===== config.mk =====
export PLATFORM = sky130hd
export DESIGN_NAME = memory_access_stage_flat
export DESIGN_NICKNAME = d
export VERILOG_FILES = /design/src/rtl/dlx_mem_pkg.sv /design/src/rtl/memory_access_stage_if.sv /design/src/rtl/mem_access_timer.sv /design/src/rtl/memory_access_stage.sv /design/src/flat_wrapper.sv
export SDC_FILE = /design/constraint.sdc
export NUM_CORES = 1
export LEC_CHECK = 0
export BUFFER_PORTS_ARGS = -buffer_cell sky130_fd_sc_hd__buf_2
export CAP_MARGIN = 20
export CORE_MARGIN = 4
export CORE_UTILIZATION = 39
export DETAILED_ROUTE_END_ITERATION = 8
export MAX_ROUTING_LAYER = met4
export PLACE_DENSITY = 0.83
export SKIP_CTS_REPAIR_TIMING = 1
export SLEW_MARGIN = 20
export SYNTH_ARGS = -nofsm -noshare
export SYNTH_HDL_FRONTEND = slang
export SYNTH_HIERARCHICAL = 1
export SYNTH_SLANG_ARGS = --single-unit

===== constraint.sdc =====
create_clock -name clk -period 1.7 [get_ports clk]
set_clock_uncertainty 0.2 [all_clocks]
set_input_delay 0.17 -clock clk [delete_from_list [all_inputs] [get_ports clk]]
set_output_delay 0.17 -clock clk [all_outputs]
set_load 0.01 [all_outputs]

===== src/rtl/dlx_mem_pkg.sv =====
// Shared types and constants for the udlx MEM stage: FSM states, bubble values and
// the width helper for the access timeout counter.
package dlx_mem_pkg;

  typedef enum logic [0:0] {
    StIdle,
    StAccess
  } mem_state_e;

  // Fields forced low when MEM/WB takes a bubble; all other fields still load.
  localparam logic BubbleRegWrEn     = 1'b0;
  localparam logic BubbleSelectNewPc = 1'b0;

  function automatic int unsigned timeout_width(input int unsigned timeout);
    return $clog2(timeout + 1);
  endfunction

endpackage


===== src/rtl/memory_access_stage_if.sv =====
// Data-memory req/ack bus between the MEM stage (master) and the data memory (slave).
interface memory_access_stage_if #(
  parameter int unsigned MEM_ADDR_WIDTH = 20,
  parameter int unsigned DATA_WIDTH     = 32
) ();

  logic                      dmem_req;
  logic                      dmem_we;
  logic [MEM_ADDR_WIDTH-1:0] dmem_addr;
  logic [DATA_WIDTH-1:0]     dmem_wdata;
  logic                      dmem_ack;
  logic [DATA_WIDTH-1:0]     dmem_rdata;

  modport master (
    output dmem_req,
    output dmem_we,
    output dmem_addr,
    output dmem_wdata,
    input  dmem_ack,
    input  dmem_rdata
  );

  modport slave (
    input  dmem_req,
    input  dmem_we,
    input  dmem_addr,
    input  dmem_wdata,
    output dmem_ack,
    output dmem_rdata
  );

endinterface


===== src/rtl/mem_access_timer.sv =====
// Counts no-ack ACCESS cycles; expire_o flags the MEM_TIMEOUT-th one. Saturates, never wraps.
module mem_access_timer
  import dlx_mem_pkg::*;
#(
  parameter int unsigned MEM_TIMEOUT = 15
) (
  input  logic clk_i,
  input  logic rst_ni,
  input  logic clr_i,
  input  logic inc_i,
  output logic expire_o
);

  localparam int unsigned CntWidth = timeout_width(MEM_TIMEOUT);
  localparam logic [CntWidth-1:0] LastCnt = CntWidth'(MEM_TIMEOUT - 1);
  localparam logic [CntWidth-1:0] MaxCnt  = CntWidth'(MEM_TIMEOUT);

  logic [CntWidth-1:0] cnt_q, cnt_d;

  always_comb begin
    cnt_d = cnt_q;
    if (clr_i) begin
      cnt_d = '0;
    end else if (inc_i && (cnt_q != MaxCnt)) begin
      cnt_d = cnt_q + 1'b1;
    end
  end

  always_ff @(posedge clk_i or negedge rst_ni) begin
    if (!rst_ni) begin
      cnt_q <= '0;
    end else begin
      cnt_q <= cnt_d;
    end
  end

  assign expire_o = inc_i && (cnt_q == LastCnt);

endmodule


===== src/rtl/memory_access_stage.sv =====
// udlx MEM stage: issues the data-memory access over the req/ack bus, stalls upstream
// while it is in flight, and drives the MEM/WB register.
module memory_access_stage
  import dlx_mem_pkg::*;
#(
  parameter int unsigned PC_WIDTH       = 20,
  parameter int unsigned DATA_WIDTH     = 32,
  parameter int unsigned REG_ADDR_WIDTH = 5,
  parameter int unsigned MEM_ADDR_WIDTH = 20,
  parameter int unsigned MEM_TIMEOUT    = 15
) (
  input  logic                      clk,
  input  logic                      rst_n,
  input  logic                      mem_data_rd_en_in,
  input  logic                      mem_data_wr_en_in,
  input  logic [DATA_WIDTH-1:0]     mem_data_in,
  input  logic [DATA_WIDTH-1:0]     alu_data_in,
  input  logic                      reg_wr_en_in,
  input  logic [REG_ADDR_WIDTH-1:0] reg_wr_addr_in,
  input  logic                      write_back_mux_sel_in,
  input  logic                      select_new_pc_in,
  input  logic [PC_WIDTH-1:0]       new_pc_in,
  memory_access_stage_if.master     dmem,
  output logic                      stall_out,
  output logic                      bus_error_out,
  output logic                      reg_wr_en_out,
  output logic [REG_ADDR_WIDTH-1:0] reg_wr_addr_out,
  output logic [DATA_WIDTH-1:0]     wb_data_out,
  output logic                      select_new_pc_out,
  output logic [PC_WIDTH-1:0]       new_pc_out
);

  mem_state_e                state_q, state_d;
  logic [MEM_ADDR_WIDTH-1:0] addr_q, addr_d;
  logic                      we_q, we_d;
  logic [DATA_WIDTH-1:0]     wdata_q, wdata_d;
  logic                      reg_wr_en_q, reg_wr_en_d;
  logic [REG_ADDR_WIDTH-1:0] reg_wr_addr_q, reg_wr_addr_d;
  logic [DATA_WIDTH-1:0]     wb_data_q, wb_data_d;
  logic                      sel_pc_q, sel_pc_d;
  logic [PC_WIDTH-1:0]       new_pc_q, new_pc_d;
  logic                      bus_error_q, bus_error_d;
  logic                      access, aligned, stall, timer_clr, timer_inc, expire;

  assign access  = mem_data_rd_en_in | mem_data_wr_en_in;
  assign aligned = (alu_data_in[1:0] == 2'b00);

  mem_access_timer #(
    .MEM_TIMEOUT(MEM_TIMEOUT)
  ) u_timer (
    .clk_i   (clk),
    .rst_ni  (rst_n),
    .clr_i   (timer_clr),
    .inc_i   (timer_inc),
    .expire_o(expire)
  );

  always_comb begin
    state_d       = state_q;
    addr_d        = addr_q;
    we_d          = we_q;
    wdata_d       = wdata_q;
    stall         = 1'b0;
    timer_clr     = 1'b0;
    timer_inc     = 1'b0;
    bus_error_d   = 1'b0;
    // Default is a bubble that still carries the current inputs.
    reg_wr_en_d   = BubbleRegWrEn;
    sel_pc_d      = BubbleSelectNewPc;
    reg_wr_addr_d = reg_wr_addr_in;
    wb_data_d     = alu_data_in;
    new_pc_d      = new_pc_in;
    unique case (state_q)
      StIdle: begin
        if (!access) begin
          reg_wr_en_d = reg_wr_en_in;
          sel_pc_d    = select_new_pc_in;
        end else if (aligned) begin
          stall     = 1'b1;
          addr_d    = alu_data_in[MEM_ADDR_WIDTH+1:2];
          we_d      = mem_data_wr_en_in;
          wdata_d   = mem_data_in;
          timer_clr = 1'b1;
          state_d   = StAccess;
        end else begin
          bus_error_d = 1'b1;
        end
      end
      StAccess: begin
        if (dmem.dmem_ack) begin
          reg_wr_en_d = reg_wr_en_in;
          sel_pc_d    = select_new_pc_in;
          wb_data_d   = write_back_mux_sel_in ? dmem.dmem_rdata : alu_data_in;
          state_d     = StIdle;
        end else begin
          timer_inc = 1'b1;
          if (expire) begin
            bus_error_d = 1'b1;
            state_d     = StIdle;
          end else begin
            stall = 1'b1;
          end
        end
      end
      default: state_d = StIdle;
    endcase
  end

  always_ff @(posedge clk or negedge rst_n) begin
    if (!rst_n) begin
      state_q       <= StIdle;
      addr_q        <= '0;
      we_q          <= 1'b0;
      wdata_q       <= '0;
      reg_wr_en_q   <= 1'b0;
      reg_wr_addr_q <= '0;
      wb_data_q     <= '0;
      sel_pc_q      <= 1'b0;
      new_pc_q      <= '0;
      bus_error_q   <= 1'b0;
    end else begin
      state_q       <= state_d;
      addr_q        <= addr_d;
      we_q          <= we_d;
      wdata_q       <= wdata_d;
      reg_wr_en_q   <= reg_wr_en_d;
      reg_wr_addr_q <= reg_wr_addr_d;
      wb_data_q     <= wb_data_d;
      sel_pc_q      <= sel_pc_d;
      new_pc_q      <= new_pc_d;
      bus_error_q   <= bus_error_d;
    end
  end

  // Upstream must not be held while the stage itself is in reset.
  assign stall_out         = stall & rst_n;
  assign dmem.dmem_req     = (state_q == StAccess);
  assign dmem.dmem_we      = we_q;
  assign dmem.dmem_addr    = addr_q;
  assign dmem.dmem_wdata   = wdata_q;
  assign bus_error_out     = bus_error_q;
  assign reg_wr_en_out     = reg_wr_en_q;
  assign reg_wr_addr_out   = reg_wr_addr_q;
  assign wb_data_out       = wb_data_q;
  assign select_new_pc_out = sel_pc_q;
  assign new_pc_out        = new_pc_q;

endmodule


===== src/flat_wrapper.sv =====
// flat-port wrapper written by rule: the top's interface ports become plain ports
module memory_access_stage_flat import dlx_mem_pkg::*;
#(
  parameter int unsigned PC_WIDTH       = 20,
  parameter int unsigned DATA_WIDTH     = 32,
  parameter int unsigned REG_ADDR_WIDTH = 5,
  parameter int unsigned MEM_ADDR_WIDTH = 20,
  parameter int unsigned MEM_TIMEOUT    = 15
)
  (clk, rst_n, mem_data_rd_en_in, mem_data_wr_en_in, mem_data_in, alu_data_in, reg_wr_en_in, reg_wr_addr_in, write_back_mux_sel_in, select_new_pc_in, new_pc_in, stall_out, bus_error_out, reg_wr_en_out, reg_wr_addr_out, wb_data_out, select_new_pc_out, new_pc_out, dmem_dmem_req, dmem_dmem_we, dmem_dmem_addr, dmem_dmem_wdata, dmem_dmem_ack, dmem_dmem_rdata);
  memory_access_stage_if #(.MEM_ADDR_WIDTH(MEM_ADDR_WIDTH), .DATA_WIDTH(DATA_WIDTH)) dmem_i ();
  input  logic clk;
  input  logic rst_n;
  input  logic mem_data_rd_en_in;
  input  logic mem_data_wr_en_in;
  input  logic [DATA_WIDTH-1:0] mem_data_in;
  input  logic [DATA_WIDTH-1:0] alu_data_in;
  input  logic reg_wr_en_in;
  input  logic [REG_ADDR_WIDTH-1:0] reg_wr_addr_in;
  input  logic write_back_mux_sel_in;
  input  logic select_new_pc_in;
  input  logic [PC_WIDTH-1:0] new_pc_in;
  output logic stall_out;
  output logic bus_error_out;
  output logic reg_wr_en_out;
  output logic [REG_ADDR_WIDTH-1:0] reg_wr_addr_out;
  output logic [DATA_WIDTH-1:0] wb_data_out;
  output logic select_new_pc_out;
  output logic [PC_WIDTH-1:0] new_pc_out;
  output wire logic [$bits(dmem_i.dmem_req)-1:0] dmem_dmem_req;
  output wire logic [$bits(dmem_i.dmem_we)-1:0] dmem_dmem_we;
  output wire logic [$bits(dmem_i.dmem_addr)-1:0] dmem_dmem_addr;
  output wire logic [$bits(dmem_i.dmem_wdata)-1:0] dmem_dmem_wdata;
  input wire logic [$bits(dmem_i.dmem_ack)-1:0] dmem_dmem_ack;
  input wire logic [$bits(dmem_i.dmem_rdata)-1:0] dmem_dmem_rdata;
  assign dmem_dmem_req = dmem_i.dmem_req;
  assign dmem_dmem_we = dmem_i.dmem_we;
  assign dmem_dmem_addr = dmem_i.dmem_addr;
  assign dmem_dmem_wdata = dmem_i.dmem_wdata;
  assign dmem_i.dmem_ack = dmem_dmem_ack;
  assign dmem_i.dmem_rdata = dmem_dmem_rdata;
  memory_access_stage #(.PC_WIDTH(PC_WIDTH), .DATA_WIDTH(DATA_WIDTH), .REG_ADDR_WIDTH(REG_ADDR_WIDTH), .MEM_ADDR_WIDTH(MEM_ADDR_WIDTH), .MEM_TIMEOUT(MEM_TIMEOUT)) u_core (.clk(clk), .rst_n(rst_n), .mem_data_rd_en_in(mem_data_rd_en_in), .mem_data_wr_en_in(mem_data_wr_en_in), .mem_data_in(mem_data_in), .alu_data_in(alu_data_in), .reg_wr_en_in(reg_wr_en_in), .reg_wr_addr_in(reg_wr_addr_in), .write_back_mux_sel_in(write_back_mux_sel_in), .select_new_pc_in(select_new_pc_in), .new_pc_in(new_pc_in), .dmem(dmem_i), .stall_out(stall_out), .bus_error_out(bus_error_out), .reg_wr_en_out(reg_wr_en_out), .reg_wr_addr_out(reg_wr_addr_out), .wb_data_out(wb_data_out), .select_new_pc_out(select_new_pc_out), .new_pc_out(new_pc_out));
endmodule

# After elaboration in Yosys (flattened, before gate mapping)
# Index checks and enable logic that the tools add are counted.
dict set report op_classes {
  n_eq_ne 2
  reduce_logical 5
  n_mux 24
  mul 0
  n_bitwise 3
  n_div 0
  order_cmp 0
  add_sub_neg 1
  n_shift 0
}
# op n
set op_table {}
lappend op_table {{two-way mux 32 bit} 3}
lappend op_table {{two-way mux 1 bit} 15}
lappend op_table {{two-way mux 4 bit} 2}
lappend op_table {{one-hot mux 1 bit (2 select lines)} 4}
lappend op_table {{adder 4 x 1 -> 4 bit (second input constant)} 1}
lappend op_table {{== test 4 bit (second input constant)} 1}
lappend op_table {{!= test 4 bit (second input constant)} 1}
lappend op_table {{AND reduction 3 bit} 1}
lappend op_table {{logical AND 1 bit} 2}
lappend op_table {{logical NOT 2 bit} 1}
lappend op_table {{nonzero test 2 bit} 1}
lappend op_table {{bitwise AND 1 bit} 1}
lappend op_table {{NOT 1 bit} 1}
lappend op_table {{OR 1 bit} 1}
dict set report totals {
  register_bits 118
  romBits 0
  memories 0
  in_bits 129
  mem_bits_rw 0
  latch_bits 0
  word_cells 46
}

# Longest topological paths before layout
dict set report logic_depth {
  depth_word 7
  ltp_mapped 6
}

# Cells and area by module
# Netlist, hierarchy kept.
# mod area_each_um2 n_inst cells_per_inst
set by_module_without_submodules {}
lappend by_module_without_submodules {memory_access_stage 3967.6 1 222}
lappend by_module_without_submodules {mem_access_timer 260.2 1 23}

# Least setup slack after synthesis
# Ideal clock, no wire load.
dict set report synth_timing {
  path_kind {flip-flop to flip-flop}
  start {register u_core.state_q, in the netlist u_core/dmem.dmem_req}
  end {register u_core.addr_q[12], in the netlist u_core/dmem.dmem_addr[12]}
  required_ps 1372
  n_path_buf 2
  period_less_slack_ps 1772
  path_slack_ps -72
  stages_incl_launch_ff 5
  arrival_time_ps 1445
  path_cell_list {dfrtp_1 -> nor4_2 -> buf_4 -> buf_6 -> mux2_1}
}
dict set report synth_via {
  elab_chain_len 2
}
# element line
set synth_rtl {}
lappend synth_rtl {{from (decl)} memory_access_stage.sv:33} ;# mem_state_e state_q, state_d;
lappend synth_rtl {{from (signal assigned)} memory_access_stage.sv:111} ;# state_q <= StIdle;
lappend synth_rtl {{from (signal assigned)} memory_access_stage.sv:122} ;# state_q <= state_d;
lappend synth_rtl {{NOT 1 bit (no source line)} n/a}
lappend synth_rtl {{AND reduction 3 bit (no source line)} n/a}
lappend synth_rtl {{to (signal assigned)} memory_access_stage.sv:123} ;# addr_q <= addr_d;
lappend synth_rtl {{to (decl)} memory_access_stage.sv:34} ;# logic [MEM_ADDR_WIDTH-1:0] addr_q, addr_d;
# Every way passes these cells.
# A chain may end at the register's enable or synchronous reset.

# Worst setup path in the final report
dict set report layout_timing {
  start {register u_core.state_q, in the netlist u_core/dmem.dmem_req}
  end {output stall_out}
}
dict set report layout_via {
  elab_chain_len 6
}
# element line
set layout_rtl {}
lappend layout_rtl {{two-way mux 1 bit} memory_access_stage.sv:73} ;# unique case (state_q)
lappend layout_rtl {{via u_core.timer_inc} memory_access_stage.sv:43} ;# logic access, aligned, stall, timer_clr, timer_inc, expire;
lappend layout_rtl {{logical AND 1 bit} mem_access_timer.sv:37} ;# assign expire_o = inc_i && (cnt_q == LastCnt);
lappend layout_rtl {{via u_core.expire} memory_access_stage.sv:43}
lappend layout_rtl {{two-way mux 1 bit} memory_access_stage.sv:97} ;# if (expire) begin
lappend layout_rtl {{two-way mux 1 bit} memory_access_stage.sv:90} ;# if (dmem.dmem_ack) begin
lappend layout_rtl {{one-hot mux 1 bit (2 select lines)} memory_access_stage.sv:73}
lappend layout_rtl {{bitwise AND 1 bit} memory_access_stage.sv:136} ;# assign stall_out = stall & rst_n;
lappend layout_rtl {{to (decl)} flat_wrapper.sv:23} ;# output logic stall_out;
# The timed path passes the listed nets, and every way through them passes these cells.

==> results.cfg <==
[floorplanning]
io_pins = 244
die_h_um = 112
start_util_pct = 40.4
die_w_um = 112
rows = 37
die_area_um2 = 12600
design.core.area_um2 = 10500

[sta]
hold_ws_ns = -0.0760
timing.final.ws_setup_ns = -0.436
rsz0062_at_grt = true
setup_viol = 91
max-slew-margin-rel_pct = 59.6
fmax_ghz = 0.468
slew_violations = 0
hold_viol = 3
worstMarginPinSlew_ns = 0.607
fin_crit_ns = 2.14
finalCritPeriodShare_pct = 126

[global_routing]
grt_max_degree = 72
antenna_found_initial = 0
grt_pass1_wl_mm = 17.4
grt_pass1_vias = 3415
grt_util_all_layers_pct = 18.0
grt_overflow_total = 0

[route]
ant_nets = 0
wl_met2_mm = 9.02
wirelength_mm = 16.0
dr.pass1.iters = 5
viasPerCell = 4.74
wl_per_cell_um = 20.0
route.met3.wl_um = 931
drc = 0
drt_iter0_drc = 179
drt-met1-wl_mm = 5.75
dr_total_vias = 3790
top_layer_used = met4

[setup_path]
rrSetupSlack_ns = -0.22
cp-startpoint = u_core/dmem.dmem_req
critPathMaxFanout = 3
cp_cell_sequence = buf_6 -> nor2b_4 -> and4_4 -> nor2b_2 -> o21a_1 -> buf_2
crit_arrival_ns = 1.77
reg2reg_to = u_core/dmem.dmem_wdata[13]
endpoint = stall_out
required_ns = 1.33
r2r_start = u_core/dmem.dmem_req
slowest_stage = dfrtp_2
ff2ff_path_depth = 4
critPathKind = register to output pin
cp-end-kind = output pin
max_stage_delay_ns = 0.39
start_kind = register

[synth]
synth-seq-cells = 118
seq_area_frac_synth_pct = 69.8
synth-edff-count = 0
syn_area_per_cell_um2 = 17.3
synth_ff_type = dfrtp_1
synth_area_um2 = 4230
syn_inst = 245
synth-async-reset-ratio_pct = 100
ys_types = 26
yosys_warnings = 6
synth_nets = 376

[worst_hold_path]
min-delay-start = dmem_dmem_ack
hold_path_class = primary input to register

[power]
ir_drop_v = 0.000730
power_leakage_uw = 0.00397
p_per_area_nw_per_um2 = 1130

[clocking]
clock_latency_ns = 0.50
root_buffer = clkbuf_8
cts.clk_slew.worst_paths_ns = 0.06
clockBufferDepth = 2
ctsHtreeMaxLevel = 4
clock-sinks = 118
cts_tree = done
numCtsBuffers = 17

[placed_design]
dp_hpwl_mm = 8.39
gp_congestion = 0.823
placed_cells_incl_taps = 625
place_ws_ns = -0.103
io_buffer_count = 243
place_area_um2 = 5680

[run_status]
outcome = complete, but fails checks
violations = hold timing, setup timing

[finish]
final_cells = 799
finalCoreUtilization_pct = 76.6
diodes = 0
final_area_um2 = 8010
nets = 782
syn2layout_area_growth_pct = 89.5
drive_gt1_share_pct = 58.7

[run]
cap_violations = 0
## worst max-delay path, delay by kind of cell (launching register included)
kind / cells / cell delay (ns)
simple gates: 3 / 0.45
compound gates: 1 / 0.18
buf+inv: 2 / 0.25
flops: 1 / 0.39
## power by group
part / leakage [uW] / internal, uW / total (uW) / switching, uW
registers: 0.00139 / 3230 / 3480 / 248
clock network: 0.000295 / 2400 / 3590 / 1200
logic: 0.00228 / 1160 / 2010 / 854
total: 0.00397 / 6790 / 9090 / 2300
## layout by cell type (no fill, tap or decap), types with 2 or more instances in the layout
cell and count:
mux2_4 46, a21oi_1 2, mux2_1 8, mux2_2 33
dfrtp_1 117, clkinv_2 5, buf_8 2, buf_12 5
buf_2 241, inv_2 2, clkbuf_16 21, clkbuf_8 2
buf_4 6, nor3_1 2, nor2_1 5, dlygate4sd3_1 127
buf_6 10, nor2b_1 3, clkbuf_1 3, bufinv_16 4
## area by class of cell
| cell class | instances | area, um2 |
|---|---|---|
| clock inverter | 10 | 154 |
| multi-input combinational | 115 | 1390 |
| fill | 604 | 2450 |
| clock buffer | 21 | 439 |
| inverter | 3 | 11.3 |
| sequential | 118 | 2950 |
| timing repair buffer | 396 | 2890 |
| tap | 136 | 170 |
## flip-flops by register name (all words and copies together) (netlist names)
register / flops
u_core/dmem.dmem_wdata: 32
u_core/wb_data_out: 32
u_core/dmem.dmem_addr: 20
u_core/new_pc_out: 20
u_core/reg_wr_addr_out: 5
u_core/u_timer/cnt_q: 4
u_core/bus_error_out: 1
u_core/dmem.dmem_req: 1
u_core/dmem.dmem_we: 1
u_core/reg_wr_en_out: 1
u_core/select_new_pc_out: 1
## synth_stat cells, types with 2 or more instances
| master | n | share of area [%] |
|---|---|---|
| nor2b_1 | 5 | 0.74 |
| dfrtp_1 | 118 | 70 |
| mux2_2 | 48 | 13 |
| buf_6 | 4 | 1.1 |
| mux2_4 | 2 | 0.71 |
| inv_1 | 2 | 0.18 |
| a21oi_1 | 2 | 0.24 |
| nor3_1 | 2 | 0.24 |
| buf_2 | 4 | 0.47 |
| ha_1 | 2 | 0.59 |
| mux2_1 | 37 | 9.9 |
| nor2_1 | 5 | 0.44 |
## metal layers
layer	track usage (%)	vias up
met3	5.88	25
met1	19.3	1920
met5	-	-
met4	6.09	0
li1	-	1670
met2	31.5	175
## stage by stage
| stage | power, uW | setup TNS (ns) |
|---|---|---|
| after floorplan | 4100 | -0.705 |
| after global placement | 4810 | -1.23 |
| after detailed placement | 4900 | -3.72 |
| after CTS | 8500 | -4.84 |
| after global routing | 9470 | -15.83 |
| final | 9090 | -12.47 |
## cell families (layout without fill, tap and decap cells)
family	count (synthesis)	in the layout	synth area share [%]
AOI/OAI and AO/OA	6	6	1.27
adders and majority gates	2	2	0.592
buffers and inverters	12	430	1.98
DFF	118	118	69.8
muxes	87	87	23.4
and+or+nand+nor	20	20	2.96
## worst min path at each step
stage	to	slack, ns	cells after the start
finish	u_core/select_new_pc_out	-0.08	3
global route	u_core/select_new_pc_out	-0.08	3
CTS	u_core/dmem.dmem_addr[14]	-0.48	2
detailed placement	u_core/dmem.dmem_addr[11]	0.06	2
global placement	u_core/dmem.dmem_addr[0]	0.05	2
floorplan	u_core/bus_error_out	-0.33	0
No activity file was read; power rests on OpenSTA's default activity.
